### src/rtl/instruction_cache_dm_pkg.sv
// Shared constants for the direct-mapped instruction cache.
// This package holds the default geometry, the FSM state codes and a small fetch-alignment helper.
package instruction_cache_dm_pkg;

  localparam int ICACHE_LINE_LOG_DEF  = 4;
  localparam int ICACHE_LINES_LOG_DEF = 4;
  localparam int ICACHE_ADDR_W_DEF    = 32;
  localparam int BYTES_PER_WORD       = 4;

  localparam logic [0:0] IC_IDLE   = 1'b0;
  localparam logic [0:0] IC_REFILL = 1'b1;

  function automatic logic word_aligned(input logic [1:0] pc_lsb);
    return pc_lsb == 2'b00;
  endfunction

endpackage

### src/rtl/instruction_cache_dm_line_store.sv
// Line storage for the instruction cache: byte-wide data array, tag array and valid vector.
// Read is combinational at the requested index/offset; the top level registers the result.
module instruction_cache_dm_line_store
  import instruction_cache_dm_pkg::*;
#(
  parameter int LINE_LOG  = 4,
  parameter int LINES_LOG = 4,
  parameter int TAG_W     = 24
) (
  input  logic                 clk_in,
  input  logic                 rst_in,
  input  logic                 clear_i,
  input  logic [LINES_LOG-1:0] rd_index_i,
  input  logic [LINE_LOG-1:0]  rd_offset_i,
  output logic [31:0]          rd_word_o,
  output logic [TAG_W-1:0]     rd_tag_o,
  output logic                 rd_valid_o,
  input  logic                 invalidate_i,
  input  logic                 byte_we_i,
  input  logic [LINES_LOG-1:0] wr_index_i,
  input  logic [LINE_LOG-1:0]  wr_offset_i,
  input  logic [7:0]           wr_byte_i,
  input  logic                 set_valid_i,
  input  logic [TAG_W-1:0]     wr_tag_i
);

  localparam int DA_W  = LINE_LOG + LINES_LOG;
  localparam int DEPTH = 1 << DA_W;
  localparam int LINES = 1 << LINES_LOG;

  logic [7:0]       data_mem [DEPTH];
  logic [TAG_W-1:0] tag_mem  [LINES];
  logic [LINES-1:0] valid_q;
  logic [DA_W-1:0]  word_base;

  // Clearing the two low bits keeps this legal even when a line is a single word.
  assign word_base = {rd_index_i, rd_offset_i} & {{(DA_W-2){1'b1}}, 2'b00};

  for (genvar gi = 0; gi < BYTES_PER_WORD; gi++) begin : g_rd_byte
    assign rd_word_o[8*gi +: 8] = data_mem[word_base | DA_W'(gi)];
  end

  assign rd_tag_o   = tag_mem[rd_index_i];
  assign rd_valid_o = valid_q[rd_index_i];

  always_ff @(posedge clk_in) begin
    if (byte_we_i) data_mem[{wr_index_i, wr_offset_i}] <= wr_byte_i;
    if (set_valid_i) tag_mem[wr_index_i] <= wr_tag_i;
  end

  // A miss invalidates the read index; completion of a refill validates the write index.
  always_ff @(posedge clk_in or negedge rst_in) begin
    if (!rst_in) begin
      valid_q <= '0;
    end else if (clear_i) begin
      valid_q <= '0;
    end else begin
      if (invalidate_i) valid_q[rd_index_i] <= 1'b0;
      if (set_valid_i)  valid_q[wr_index_i] <= 1'b1;
    end
  end

endmodule

### src/rtl/instruction_cache_dm.sv
// Direct-mapped instruction cache with registered hit output and byte-serial line refill.
// The top level owns the refill FSM, byte counter, memory request and output registers.
module instruction_cache_dm
  import instruction_cache_dm_pkg::*;
#(
  parameter int LINE_LOG  = ICACHE_LINE_LOG_DEF,
  parameter int LINES_LOG = ICACHE_LINES_LOG_DEF,
  parameter int ADDR_W    = ICACHE_ADDR_W_DEF
) (
  input  logic              clk_in,
  input  logic              rst_in,
  input  logic              req_valid,
  input  logic [ADDR_W-1:0] req_pc,
  input  logic              flush_in,
  output logic [31:0]       inst_out,
  output logic [ADDR_W-1:0] pc_out,
  output logic              valid_out,
  output logic              mem_en,
  output logic [ADDR_W-1:0] miss_addr,
  input  logic              mem_valid,
  input  logic [7:0]        mem_byte
);

  localparam int TAG_W  = ADDR_W - LINE_LOG - LINES_LOG;
  localparam int LINE_W = ADDR_W - LINE_LOG;

  logic [0:0]          state_q, state_d;
  logic [LINE_W-1:0]   line_q, line_d;
  logic [LINE_LOG:0]   cnt_q, cnt_d, cnt_inc;
  logic                cap_q, cap_d;
  logic [LINE_LOG-1:0] cap_off_q, cap_off_d;
  logic                valid_out_q, valid_out_d;
  logic [31:0]         inst_q, inst_d;
  logic [ADDR_W-1:0]   pc_q, pc_d;
  logic                mem_en_q, mem_en_d;
  logic [ADDR_W-1:0]   miss_addr_q, miss_addr_d;

  logic [31:0]      rd_word;
  logic [TAG_W-1:0] rd_tag;
  logic             rd_valid;
  logic             hit;
  logic             invalidate;
  logic             set_valid;
  logic             byte_we;

  instruction_cache_dm_line_store #(
    .LINE_LOG (LINE_LOG),
    .LINES_LOG(LINES_LOG),
    .TAG_W    (TAG_W)
  ) u_store (
    .clk_in      (clk_in),
    .rst_in      (rst_in),
    .clear_i     (flush_in),
    .rd_index_i  (req_pc[LINE_LOG +: LINES_LOG]),
    .rd_offset_i (req_pc[LINE_LOG-1:0]),
    .rd_word_o   (rd_word),
    .rd_tag_o    (rd_tag),
    .rd_valid_o  (rd_valid),
    .invalidate_i(invalidate),
    .byte_we_i   (byte_we),
    .wr_index_i  (line_q[LINES_LOG-1:0]),
    .wr_offset_i (cap_off_q),
    .wr_byte_i   (mem_byte),
    .set_valid_i (set_valid),
    .wr_tag_i    (line_q[LINE_W-1 -: TAG_W])
  );

  assign hit     = rd_valid && (rd_tag == req_pc[ADDR_W-1 -: TAG_W]);
  assign cnt_inc = cnt_q + 1'b1;
  // The byte accepted last cycle lands now unless a flush discards it.
  assign byte_we = cap_q && !flush_in;

  always_comb begin
    state_d     = state_q;
    line_d      = line_q;
    cnt_d       = cnt_q;
    cap_d       = 1'b0;
    cap_off_d   = cap_off_q;
    valid_out_d = 1'b0;
    inst_d      = inst_q;
    pc_d        = pc_q;
    mem_en_d    = mem_en_q;
    miss_addr_d = miss_addr_q;
    invalidate  = 1'b0;
    set_valid   = 1'b0;
    if (flush_in) begin
      state_d  = IC_IDLE;
      mem_en_d = 1'b0;
      cnt_d    = '0;
    end else if (state_q == IC_IDLE) begin
      if (req_valid && word_aligned(req_pc[1:0])) begin
        if (hit) begin
          valid_out_d = 1'b1;
          inst_d      = rd_word;
          pc_d        = req_pc;
        end else begin
          state_d     = IC_REFILL;
          line_d      = req_pc[ADDR_W-1:LINE_LOG];
          cnt_d       = '0;
          mem_en_d    = 1'b1;
          miss_addr_d = {req_pc[ADDR_W-1:LINE_LOG], {LINE_LOG{1'b0}}};
          invalidate  = 1'b1;
        end
      end
    end else begin
      // Only the offset bits step, so the request address never carries into the index.
      if (mem_en_q && mem_valid) begin
        cnt_d       = cnt_inc;
        cap_d       = 1'b1;
        cap_off_d   = cnt_q[LINE_LOG-1:0];
        miss_addr_d = {line_q, cnt_inc[LINE_LOG-1:0]};
        if (cnt_inc[LINE_LOG]) mem_en_d = 1'b0;
      end
      if (cnt_q[LINE_LOG]) begin
        set_valid = 1'b1;
        state_d   = IC_IDLE;
        cnt_d     = '0;
      end
    end
  end

  always_ff @(posedge clk_in or negedge rst_in) begin
    if (!rst_in) begin
      state_q     <= IC_IDLE;
      line_q      <= '0;
      cnt_q       <= '0;
      cap_q       <= 1'b0;
      cap_off_q   <= '0;
      valid_out_q <= 1'b0;
      inst_q      <= '0;
      pc_q        <= '0;
      mem_en_q    <= 1'b0;
      miss_addr_q <= '0;
    end else begin
      state_q     <= state_d;
      line_q      <= line_d;
      cnt_q       <= cnt_d;
      cap_q       <= cap_d;
      cap_off_q   <= cap_off_d;
      valid_out_q <= valid_out_d;
      inst_q      <= inst_d;
      pc_q        <= pc_d;
      mem_en_q    <= mem_en_d;
      miss_addr_q <= miss_addr_d;
    end
  end

  assign inst_out  = inst_q;
  assign pc_out    = pc_q;
  assign valid_out = valid_out_q;
  assign mem_en    = mem_en_q;
  assign miss_addr = miss_addr_q;

endmodule

### config.mk
export PLATFORM = sky130hd
export DESIGN_NAME = instruction_cache_dm
export DESIGN_NICKNAME = d
export VERILOG_FILES = /design/src/rtl/instruction_cache_dm_pkg.sv /design/src/rtl/instruction_cache_dm_line_store.sv /design/src/rtl/instruction_cache_dm.sv
export SDC_FILE = /design/constraint.sdc
export NUM_CORES = 2
export LEC_CHECK = 0
export ABC_AREA = 1
export BUFFER_PORTS_ARGS = -buffer_cell sky130_fd_sc_hd__buf_2
export CORE_UTILIZATION = 55
export DETAILED_ROUTE_END_ITERATION = 12
export PLACE_DENSITY = 0.71
export SYNTH_ARGS = -nofsm -noshare
export SYNTH_HDL_FRONTEND = slang
export SYNTH_HIERARCHICAL = 1
export SYNTH_SLANG_ARGS = --single-unit
### constraint.sdc
create_clock -name clk_in -period 5.1 [get_ports clk_in]
set_input_delay 0.255 -clock clk_in [delete_from_list [all_inputs] [get_ports clk_in]]
set_output_delay 0.255 -clock clk_in [all_outputs]
set_load 0.02 [all_outputs]
==> impl_metrics.py <==
metrics = {
    "global_routing": {
        "grt_pass1_vias": 73142,
        "grt_pass1_wl_um": 434000,
        "grt_max_degree": 231,
        "grt_use_total_pct": 28.0,
        "gr-total-overflow": 0,
        "antenna_found_initial": 3,
    },
    "cells_and_area": {
        "final_common_cell": "nand2_1",
        "nNetsFinal": 11100,
        "final_design_area_no_fill_sq_um": 123000,
        "fillCellCount": 15750,
        "drive_gt1_share_pct": 6.11,
        "final_cell_mix": "nand2_1 (4384), edfxtp_1 (2432), inv_1 (1566)",
        "fin_util_pct": 61.6,
        "finalNonFillerCells": 13909,
        "syn2layout_area_growth_pct": 11.0,
    },
    "worst_setup_path": {
        "arrival_ns": 4.65,
        "reg2reg_to": "u_store/data_mem[47][3]$_DFFE_PP_",
        "cpMostUsedCell": "nand2_1",
        "r2r_slack_ns": 1.73,
        "cp_slowest_cell": "buf_4",
        "critPathMaxStageDelay_ns": 0.62,
        "worstRegToRegCells": 5,
        "required_ns": 5.91,
        "crit_chain": "dlygate4sd3_1 > buf_2 > inv_1 > nor2_4 > buf_4 > a22oi_1 > nand2_1 > nand2_1 > nand4_1 > inv_1 > nand2_1 > nand2_1 > nor2_1 > nand3_1 > nor2_1 > nand3_1 > nand2_4 > nand2_1 > buf_4 > nand3_1 > nand2_1",
        "cp.buffers_inverters": 6,
        "cp-end-kind": "flop",
        "critPathKind": "in2reg",
        "r2r-start": "line_q[2]$_DFFE_PN0P_",
        "cpLargestDelayFamily": "simple AND/OR/NAND/NOR gates",
        "start_kind": "input pin",
        "worstPathMaxFanout": 48,
    },
    "placed_design": {
        "pre_cts_ws_ns": 0.990,
        "dpl.hpwl_um": 160000,
        "placed_cells": 13382,
        "gp_congestion": 0.867,
        "port_buffers": 142,
        "post_dp_cell_area_sq_um": 114000,
    },
    "detailed_routing": {
        "drt_wl_total_um": 287000,
        "avgRoutedWirePerCell_um": 20.6,
        "drt_iter0_drc": 8673,
        "num_vias": 75813,
        "firstDrtPassIters": 8,
        "final_antenna_net_count": 0,
        "post-route-drc-count": 0,
        "viasPerCell": 5.45,
    },
    "logic_synthesis": {
        "yosys.area_share.simple_pct": 21.0,
        "yosysWarnings": 6,
        "synth_top_family_by_area": "simple AND/OR/NAND/NOR gates",
        "synth_cells": 10991,
        "yosys.cell_types.count": 32,
        "netlist_area_sq_um": 111000,
        "seq_area_frac_synth_pct": 69.1,
        "synth_compound_area_share_pct": 2.10,
        "yosys.area_share.adder_pct": 0.0113,
        "synth_nets": 11037,
        "synth_top_area_cell": "edfxtp_1",
        "ys_ff_latch": 2585,
        "synthMuxAreaShare_pct": 0,
        "syn_area_per_cell_sq_um": 10.1,
        "synthXorXnorAreaFrac_pct": 0.0473,
        "yosysTopAreaCellShare_pct": 65.7,
        "synth_area_leaders": "edfxtp_1 (66%), nand2_1 (15%), inv_1 (5.3%)",
    },
    "worst_hold_path": {
        "hold_end": "pc_out[3]$_DFFE_PN0P_",
        "whs_path_depth": 4,
        "hold_path_class": "in2reg",
        "hp-start": "req_pc[3]",
    },
    "timing": {
        "post-route-min-period_ns": 3.84,
        "slew_violations": 0,
        "slew_headroom_pct": 18.3,
        "grt_setup_unrepaired": "false",
        "finalSetupViolations": 0,
        "worst_pin_slew_ns": 1.22,
        "max_freq_mhz": 261,
        "fin_ws_ns": 1.26,
        "final.setup_skew_ns": 0.0496,
        "fin_crit_sh_pct": 75.2,
        "fin_setup_tns_ns": 0,
        "hold_viol": 0,
    },
    "floorplanning": {
        "initial_utilization_pct": 55.5,
        "pin_count": 143,
        "coreArea_sq_um": 200000,
        "std_cell_rows": 164,
        "die_area_sq_um": 204000,
        "die_h_um": 452,
        "die_width_um": 452,
    },
    "clock_network": {
        "cts_repair_resize_count": 0,
        "clk_path_buf_depth": 4,
        "clk_pin_slew_ns": 0.06,
        "cts-root-buf": "clkbuf_16",
        "cts_tree": "built",
        "cts.htree.levels": 5,
        "tritoncts.num_buffers": 283,
        "cts_setup_buffers": 0,
        "clock-sinks": 2585,
        "clk-insertion-delay-late_ns": 0.94,
        "hold_buffers": 43,
    },
    "pwr": {
        "peakVddDrop_mv": 0.386,
        "power_leakage_nw": 53.2,
        "powerDensity_nw_per_um2": 375,
    },
    "job": {
        "cap_violations": 0,
    },
    "run_status": {
        "outcome": "completed",
    },
}
power by group:
group | total, W | internal (W) | switching, W
Combinational | 0.00280 | 0.000680 | 0.00212
Clock | 0.0198 | 0.0119 | 0.00799
Sequential | 0.0237 | 0.0235 | 0.000240
Total | 0.0464 | 0.0360 | 0.0104
worst reg2reg max path: stages (launching register included):
cell and delay [ns]:
dfrtp_1 0.51, nor2_1 0.18, inv_1 0.10, nor2_1 0.11, clkinv_1 0.92, nor2_1 1.14
stage by stage:
step                      hold slack (ns)  total power, W
after floorplan                   -0.0406          0.0256
after global placement              0.337          0.0268
after detailed placement            0.340          0.0269
after CTS                       0.0000608          0.0466
after global routing               0.0854          0.0476
final                              0.0578          0.0464
worst max path at each step:
| stage | cells past startpoint | slack, ns | start | end |
|---|---|---|---|---|
| finish | 21 | 1.26 | req_pc[5] | miss_addr[1]$_DFFE_PN0P_ |
| global route | 21 | 1.03 | req_pc[5] | miss_addr[1]$_DFFE_PN0P_ |
| CTS | 21 | 1.39 | req_pc[5] | miss_addr[12]$_DFFE_PN0P_ |
| detailed placement | 17 | 0.99 | req_pc[5] | miss_addr[10]$_DFFE_PN0P_ |
| global placement | 20 | 1.08 | req_pc[5] | miss_addr[1]$_DFFE_PN0P_ |
| floorplan | 19 | 2.48 | req_pc[4] | u_store/valid_q[14]$_DFF_PN0_ |
layer usage:
| metal | vias to the layer above | global-route usage, % | wire length (um) |
|---|---|---|---|
| li1 | 35231 | - | - |
| met1 | 36320 | 37.7 | 113000 |
| met2 | 3642 | 44.7 | 135000 |
| met3 | 620 | 4.87 | 25800 |
| met4 | 0 | 12.8 | 13400 |
| met5 | - | 0 | 0 |
Yosys cell counts, drive strengths merged:
cell type  instances
nand3            782
xor2               3
inv             1571
nor3               6
edfxtp          2432
a22oi            200
clkinv            19
o21ai            142
buf              392
dfrtp            153
ha                 1
o31ai              3
nand2           4398
clkbuf           139
xnor2              3
a21boi             1
nand4             35
nor2             691
nand3b             1
a21oi             19
registers in the layout, summed over array words and instances, names as in the netlist, 4 cells and up:
register	flops
line_q	28
pc_out	32
miss_addr	32
u_store/valid_q	16
inst_out	32
u_store/data_mem	2048
u_store/tag_mem	384
cnt_q	5
cap_off_q	4
layout make-up:
| cell class | count | area [sq um] | share of cell area [%] |
|---|---|---|---|
| diodes | 1 | 2.50 | 0.00203 |
| clock buffers | 363 | 7610 | 6.16 |
| clock inverters | 120 | 1280 | 1.04 |
| inverters | 1590 | 6000 | 4.86 |
| multi-input cells | 6285 | 25900 | 21.0 |
| flip-flops and latches | 2585 | 76900 | 62.3 |
| well taps | 2656 | 3320 | 2.69 |
| repair buffers | 309 | 2500 | 2.03 |
kinds of logic after synthesis:
family                     count (synthesis)
DFF                                     2585
xor gates and xnor gates                   6
and+or+nand+nor                         5913
adders and majority gates                  1
AOI/OAI and AO/OA                        365
buffers and inverters                   2121
Power figures use the tool's default switching activity.
